`config.mk`:
```
export PLATFORM = sky130hd
export DESIGN_NAME = iq_sweep_controller
export DESIGN_NICKNAME = d
export VERILOG_FILES = /design/src/rtl/iq_sweep_controller.sv
export SDC_FILE = /design/constraint.sdc
export NUM_CORES = 1
export LEC_CHECK = 0
export CORE_ASPECT_RATIO = 1.2
export CORE_MARGIN = 4
export CORE_UTILIZATION = 30
export DETAILED_ROUTE_END_ITERATION = 10
export PLACE_DENSITY = 0.49
export SLEW_MARGIN = 0
export SYNTH_ARGS = -nofsm -noshare
export SYNTH_HDL_FRONTEND = slang
export SYNTH_SLANG_ARGS = --single-unit
```
`constraint.sdc`:
```
create_clock -name CLK -period 3.7 [get_ports CLK]
set_input_delay 0.74 -clock CLK [delete_from_list [all_inputs] [get_ports CLK]]
set_output_delay 0.74 -clock CLK [all_outputs]
set_load 0.02 [all_outputs]
```
`src/rtl/iq_sweep_controller.sv`:
```
// Frequency-sweep sequencer for the IQ demodulator: steps the NCO increment, settles, averages I/Q.
// Optional build macro IQ_SWEEP_MAG_EN adds a registered |I|+|Q| estimate on res_mag.
module iq_sweep_controller #(
  parameter int PHASE_W  = 32,
  parameter int DATA_W   = 14,
  parameter int AVG_LOG2 = 8,
  parameter int SETTLE_W = 20,
  parameter int STEP_W   = 12
) (
  input  logic                       CLK,
  input  logic                       reset,
  input  logic                       start,
  input  logic                       abort,
  input  logic        [PHASE_W-1:0]  start_inc,
  input  logic        [PHASE_W-1:0]  step_inc,
  input  logic        [STEP_W-1:0]   num_steps,
  input  logic        [SETTLE_W-1:0] settle_cycles,
  output logic        [PHASE_W-1:0]  phaseInc,
  input  logic signed [DATA_W-1:0]   I_in,
  input  logic signed [DATA_W-1:0]   Q_in,
  input  logic        [1:0]          filtValid,
  output logic                       res_valid,
  input  logic                       res_ready,
  output logic signed [DATA_W-1:0]   res_I,
  output logic signed [DATA_W-1:0]   res_Q,
  output logic        [STEP_W-1:0]   res_step,
  output logic        [DATA_W:0]     res_mag,
  output logic                       busy,
  output logic                       done
);

  localparam int ACC_W = DATA_W + AVG_LOG2;

  typedef enum logic [2:0] {
    S_IDLE,
    S_LOAD,
    S_SETTLE,
    S_ACCUM,
    S_REPORT
  } state_t;

  state_t state_q, state_d;

  logic        [PHASE_W-1:0]  phase_q, phase_d;
  logic        [PHASE_W-1:0]  step_inc_q, step_inc_d;
  logic        [STEP_W-1:0]   num_steps_q, num_steps_d;
  logic        [SETTLE_W-1:0] settle_cfg_q, settle_cfg_d;
  logic        [SETTLE_W-1:0] settle_cnt_q, settle_cnt_d;
  logic        [STEP_W-1:0]   step_idx_q, step_idx_d;
  logic signed [ACC_W-1:0]    acc_i_q, acc_i_d;
  logic signed [ACC_W-1:0]    acc_q_q, acc_q_d;
  logic        [AVG_LOG2-1:0] cnt_q, cnt_d;
  logic signed [DATA_W-1:0]   res_i_q, res_i_d;
  logic signed [DATA_W-1:0]   res_q_q, res_q_d;
  logic        [STEP_W-1:0]   res_step_q, res_step_d;
  logic                       res_valid_q, res_valid_d;
  logic                       done_q, done_d;

  logic signed [ACC_W-1:0]    acc_i_sum, acc_q_sum;
  logic signed [ACC_W-1:0]    avg_i, avg_q;
  logic                       sample_ok;

  assign sample_ok = (filtValid == 2'b11);
  assign acc_i_sum = acc_i_q + {{AVG_LOG2{I_in[DATA_W-1]}}, I_in};
  assign acc_q_sum = acc_q_q + {{AVG_LOG2{Q_in[DATA_W-1]}}, Q_in};
  // Arithmetic shift floors toward -inf; the sum of 2^AVG_LOG2 samples always fits DATA_W after it.
  assign avg_i     = acc_i_sum >>> AVG_LOG2;
  assign avg_q     = acc_q_sum >>> AVG_LOG2;

  always_comb begin
    state_d      = state_q;
    phase_d      = phase_q;
    step_inc_d   = step_inc_q;
    num_steps_d  = num_steps_q;
    settle_cfg_d = settle_cfg_q;
    settle_cnt_d = settle_cnt_q;
    step_idx_d   = step_idx_q;
    acc_i_d      = acc_i_q;
    acc_q_d      = acc_q_q;
    cnt_d        = cnt_q;
    res_i_d      = res_i_q;
    res_q_d      = res_q_q;
    res_step_d   = res_step_q;
    res_valid_d  = res_valid_q;
    done_d       = 1'b0;

    case (state_q)
      S_IDLE: begin
        if (start && !abort) begin
          step_inc_d   = step_inc;
          num_steps_d  = (num_steps == '0) ? STEP_W'(1) : num_steps;
          settle_cfg_d = settle_cycles;
          phase_d      = start_inc;
          step_idx_d   = '0;
          state_d      = S_LOAD;
        end
      end
      S_LOAD: begin
        acc_i_d      = '0;
        acc_q_d      = '0;
        cnt_d        = '0;
        settle_cnt_d = settle_cfg_q;
        state_d      = S_SETTLE;
      end
      S_SETTLE: begin
        if (settle_cnt_q == '0) begin
          state_d = S_ACCUM;
        end else begin
          settle_cnt_d = settle_cnt_q - SETTLE_W'(1);
        end
      end
      S_ACCUM: begin
        if (sample_ok) begin
          acc_i_d = acc_i_sum;
          acc_q_d = acc_q_sum;
          cnt_d   = cnt_q + AVG_LOG2'(1);
          if (&cnt_q) begin
            res_i_d     = avg_i[DATA_W-1:0];
            res_q_d     = avg_q[DATA_W-1:0];
            res_step_d  = step_idx_q;
            res_valid_d = 1'b1;
            state_d     = S_REPORT;
          end
        end
      end
      S_REPORT: begin
        if (res_valid_q && res_ready) begin
          res_valid_d = 1'b0;
          if (step_idx_q == num_steps_q - STEP_W'(1)) begin
            done_d  = 1'b1;
            state_d = S_IDLE;
          end else begin
            phase_d    = phase_q + step_inc_q;
            step_idx_d = step_idx_q + STEP_W'(1);
            state_d    = S_LOAD;
          end
        end
      end
      default: state_d = S_IDLE;
    endcase

    // Abort overrides everything, including a handshake landing in the same cycle.
    if (abort && (state_q != S_IDLE)) begin
      state_d     = S_IDLE;
      res_valid_d = 1'b0;
      done_d      = 1'b1;
      phase_d     = phase_q;
    end
  end

  always_ff @(posedge CLK) begin
    if (reset) begin
      state_q      <= S_IDLE;
      phase_q      <= '0;
      step_inc_q   <= '0;
      num_steps_q  <= '0;
      settle_cfg_q <= '0;
      settle_cnt_q <= '0;
      step_idx_q   <= '0;
      acc_i_q      <= '0;
      acc_q_q      <= '0;
      cnt_q        <= '0;
      res_i_q      <= '0;
      res_q_q      <= '0;
      res_step_q   <= '0;
      res_valid_q  <= 1'b0;
      done_q       <= 1'b0;
    end else begin
      state_q      <= state_d;
      phase_q      <= phase_d;
      step_inc_q   <= step_inc_d;
      num_steps_q  <= num_steps_d;
      settle_cfg_q <= settle_cfg_d;
      settle_cnt_q <= settle_cnt_d;
      step_idx_q   <= step_idx_d;
      acc_i_q      <= acc_i_d;
      acc_q_q      <= acc_q_d;
      cnt_q        <= cnt_d;
      res_i_q      <= res_i_d;
      res_q_q      <= res_q_d;
      res_step_q   <= res_step_d;
      res_valid_q  <= res_valid_d;
      done_q       <= done_d;
    end
  end

`ifdef IQ_SWEEP_MAG_EN
  logic signed [DATA_W:0] ext_i, ext_q;
  logic        [DATA_W:0] abs_i, abs_q;
  logic        [DATA_W:0] res_mag_q;

  // One extra bit so that the most negative sample has a representable magnitude.
  assign ext_i = {res_i_d[DATA_W-1], res_i_d};
  assign ext_q = {res_q_d[DATA_W-1], res_q_d};
  assign abs_i = ext_i[DATA_W] ? -ext_i : ext_i;
  assign abs_q = ext_q[DATA_W] ? -ext_q : ext_q;

  always_ff @(posedge CLK) begin
    if (reset) begin
      res_mag_q <= '0;
    end else begin
      res_mag_q <= abs_i + abs_q;
    end
  end

  assign res_mag = res_mag_q;
`else
  assign res_mag = '0;
`endif

  assign phaseInc  = phase_q;
  assign res_valid = res_valid_q;
  assign res_I     = res_i_q;
  assign res_Q     = res_q_q;
  assign res_step  = res_step_q;
  assign busy      = (state_q != S_IDLE);
  assign done      = done_q;

endmodule

```
==> results.md <==
* Worst-Skew Late Latency at 0.55 ns
* Routed wire per std cell at 17.2 um
* CTS Buf Count at 27
* Ys Warns at 0
* Maximum vdd drop at 366 uV
* Core Util, Final at 39.1%
* CTS tree: yes
* Clock root buffer master: clkbuf_16
* Clk sinks at 225
* Max stage delay on crit path at 0.47 ns
* Starting density of the core at 30.4%
* Clock Pin Slew Worst Setup and Hold Paths at 0.06 ns
* Ratio of cells with drive above 1 in the final layout at 6.50%
* Post-Synth Simple-Gate Area at 22.4%
* Compound-Gate Fraction of Synth Area at 24.2%
* Vias in the first global route at 12,300
* Crit path kind: primary input to flip-flop
* Total negative slack at 0 ns
* WP buf/inv at 3
* Fmax at 303 MHz
* GRT Overall Usage at 17.3%
* DR pass1 iterations at 5
* Adder-Cell Fraction of Synth Area at 7.84%
* Worst rel slew slack at 41.0%
* Post-route DRC violation count at 0
* Power Density at 386 nW/um^2
* Slowest cell on crit path: or4_1
* Post-CTS Setup Inserts at 0
* DPL Wire Length at 31.1 mm
* Ys async rst share at 0%
* # fillers at 4,446
* Mean Syn Cell Area at 7.68 um^2
* R2R setup slack at 0.48 ns
* Area Growth Syn to Fin at 28.4%
* Actual slew at the worst max-slew pin at 0.883 ns
* Die H at 236 um
* Post_cts resized at 0
* Via density at 5.11
* Post-synthesis xor/xnor area fraction at 5.50%
* Mux contribution to synthesized area at 0.949%
* Routed vias at 12,600
* Place WS at -0.156 ns
* Arrival time worst endpoint at 3.79 ns
* H-tree level count at 1
* Status: finished clean
* Largest net degree at the start of global routing at 66
* CTS Hold Bufs at 0
* CP Max Fanout at 2
* Core outline area at 42,900 um^2
* Die area at 46,900 um^2
* Cell with the most instances after synthesis: nand2_1
* Routed wire length at 42.3 mm
* Crit-path leading delay family: compound AO/OA/AOI/OAI gates
* Most used flip-flop cell after synthesis: dfxtp_1
* Yosys reg bits at 225
* Synth Instances at 1,699
* Worst Setup End Kind: flip-flop
* Post-synth EDFFs at 0
* Critical Path RT at 4.19 ns
* Final GP Congestion at 0.862
* Largest family of logic cells by synthesized area: compound AO/OA/AOI/OAI gates
* Unrepaired setup endpoints after global routing: false
* Post-route ant nets at 0
* DR iter-0 viols at 525
* Max Cap Violations at 0
* Fin cells at 2,462
* Post-synth top area cell: dfxtp_1
* Setup WS post-layout at 0.403 ns
* IO Count at 221
* Final Hold Viols at 0
* Slew Viols, Final at 0
* Count of final setup violators at 0
* Die Span X at 198 um
* Global-route wire length before repair at 66.8 mm
* Leak pwr at 6.51 nW
* CP cell instances: clkdlybuf4s50_1 > ha_1 > inv_1 > fa_1 > nor2b_1 > o21ai_1 > a21boi_0 > o21ai_0 > a21oi_1 > buf_4 > a31oi_1 > a221o_1 > or4_1 > nand3_1
* Final Cycle Share at 89.1%
* Placed cell count at 2,411
* Initial antenna violation count at 7
* Final Total Pwr at 6.47 mW
* Post-synthesis sequential area ratio at 34.5%
* # port buffers at 205
* Max Clock Skew at 0.0156 ns
* Top-area cell type share of the netlist area at 34.5%
* CP Launch Type: primary input
* Cell variety after synth at 84
* Crit path time final at 3.30 ns
* Commonest cells post-synth: 319 x nand2_1, 225 x dfxtp_1, 208 x a21oi_1
* Clock buffer depth at 3
* Hold crit path type: flip-flop to flip-flop
* Layout Nets at 2,099
* Ranking of synthesized cells by area: dfxtp_1 35%, nand2_1 9.2%, a21oi_1 8.0%
* Mapped Area at 13,100 um^2
* GRT overflow at 0
* # rows at 83
==> cells by family after synthesis <==
| group | count (synthesis) |
|---|---|
| AO/OA/AOI/OAI | 511 |
| XOR/XNOR | 82 |
| adder cells (fa/ha/maj) | 80 |
| buffers and inverters | 140 |
| flip-flops | 225 |
| multiplexers | 12 |
| other | 1 |
| AND/OR/NAND/NOR | 648 |
==> sequential cells by signal, indices dropped and copies added (netlist names) <==
name	count
phaseInc	32
step_inc_q	32
acc_i_q	22
acc_q_q	22
settle_cfg_q	20
settle_cnt_q	20
res_I	14
res_Q	14
num_steps_q	12
res_step	12
step_idx_q	12
cnt_q	8
state_q	3
done	1
res_valid	1
==> cell type report <==
| class | instances | area, um^2 | share of cell area [%] |
|---|---|---|---|
| multi-input combinational | 1348 | 8040 | 48.0 |
| sequential | 225 | 4500 | 26.9 |
| timing repair buffer | 251 | 2410 | 14.4 |
| clock buffer | 32 | 734 | 4.38 |
| tap | 552 | 691 | 4.12 |
| clock inverter | 18 | 246 | 1.47 |
| inverter | 35 | 131 | 0.784 |
| antenna | 1 | 2.50 | 0.0149 |
==> stage by stage <==
stage / hold WS, ns / cell area [um^2]
4_1_cts: 0.455 / 16800
3_5_place_dp: 0.446 / 15800
2_1_floorplan: 0.429 / 13100
6_report: 0.452 / 16800
3_3_place_gp: 0.441 / 15800
5_1_grt: 0.470 / 16800
==> where the power goes <==
part           switching [mW]  total [mW]  internal, mW
clock network            1.13        2.90          1.78
registers              0.0709        2.57          2.50
logic                   0.553       0.991         0.438
total                    1.75        6.47          4.72
==> tightest hold or removal path, delay by kind of cell, from the launching register on <==
kind             cells  cell delay, ns
flip-flops           1            0.31
AND/OR/NAND/NOR      1            0.05
AO/OA/AOI/OAI        1            0.05
==> layout by cell type (no fill, tap or decap), types with 19 or more instances in the layout <==
master,n
a211oi_1,28
a21o_1,32
a21oi_1,208
a31oi_1,19
buf_4,45
clkbuf_16,27
clkdlybuf4s50_1,204
dfxtp_1,225
ha_1,77
inv_1,35
nand2_1,318
nand3_1,43
nor2_1,131
nor3_1,30
o21ai_0,94
xnor2_1,49
xor2_1,33
==> path summary, 6_finish.rpt <==
check                   start      endpoint  cells after the start
hold reg to reg      res_I[6]      res_I[6]                      2
setup reg to reg  phaseInc[1]  phaseInc[27]                     12
setup / recovery      I_in[0]     res_I[12]                     14
hold / removal       res_I[6]      res_I[6]                      2
==> layer usage <==
metal  GRT usage (%)  share of wire [%]
met1            21.7                 44
met2            30.2                 48
met4            4.76                2.6
met5               0               0.22
met3            3.39                5.0
Power figures use the tool's default switching activity.
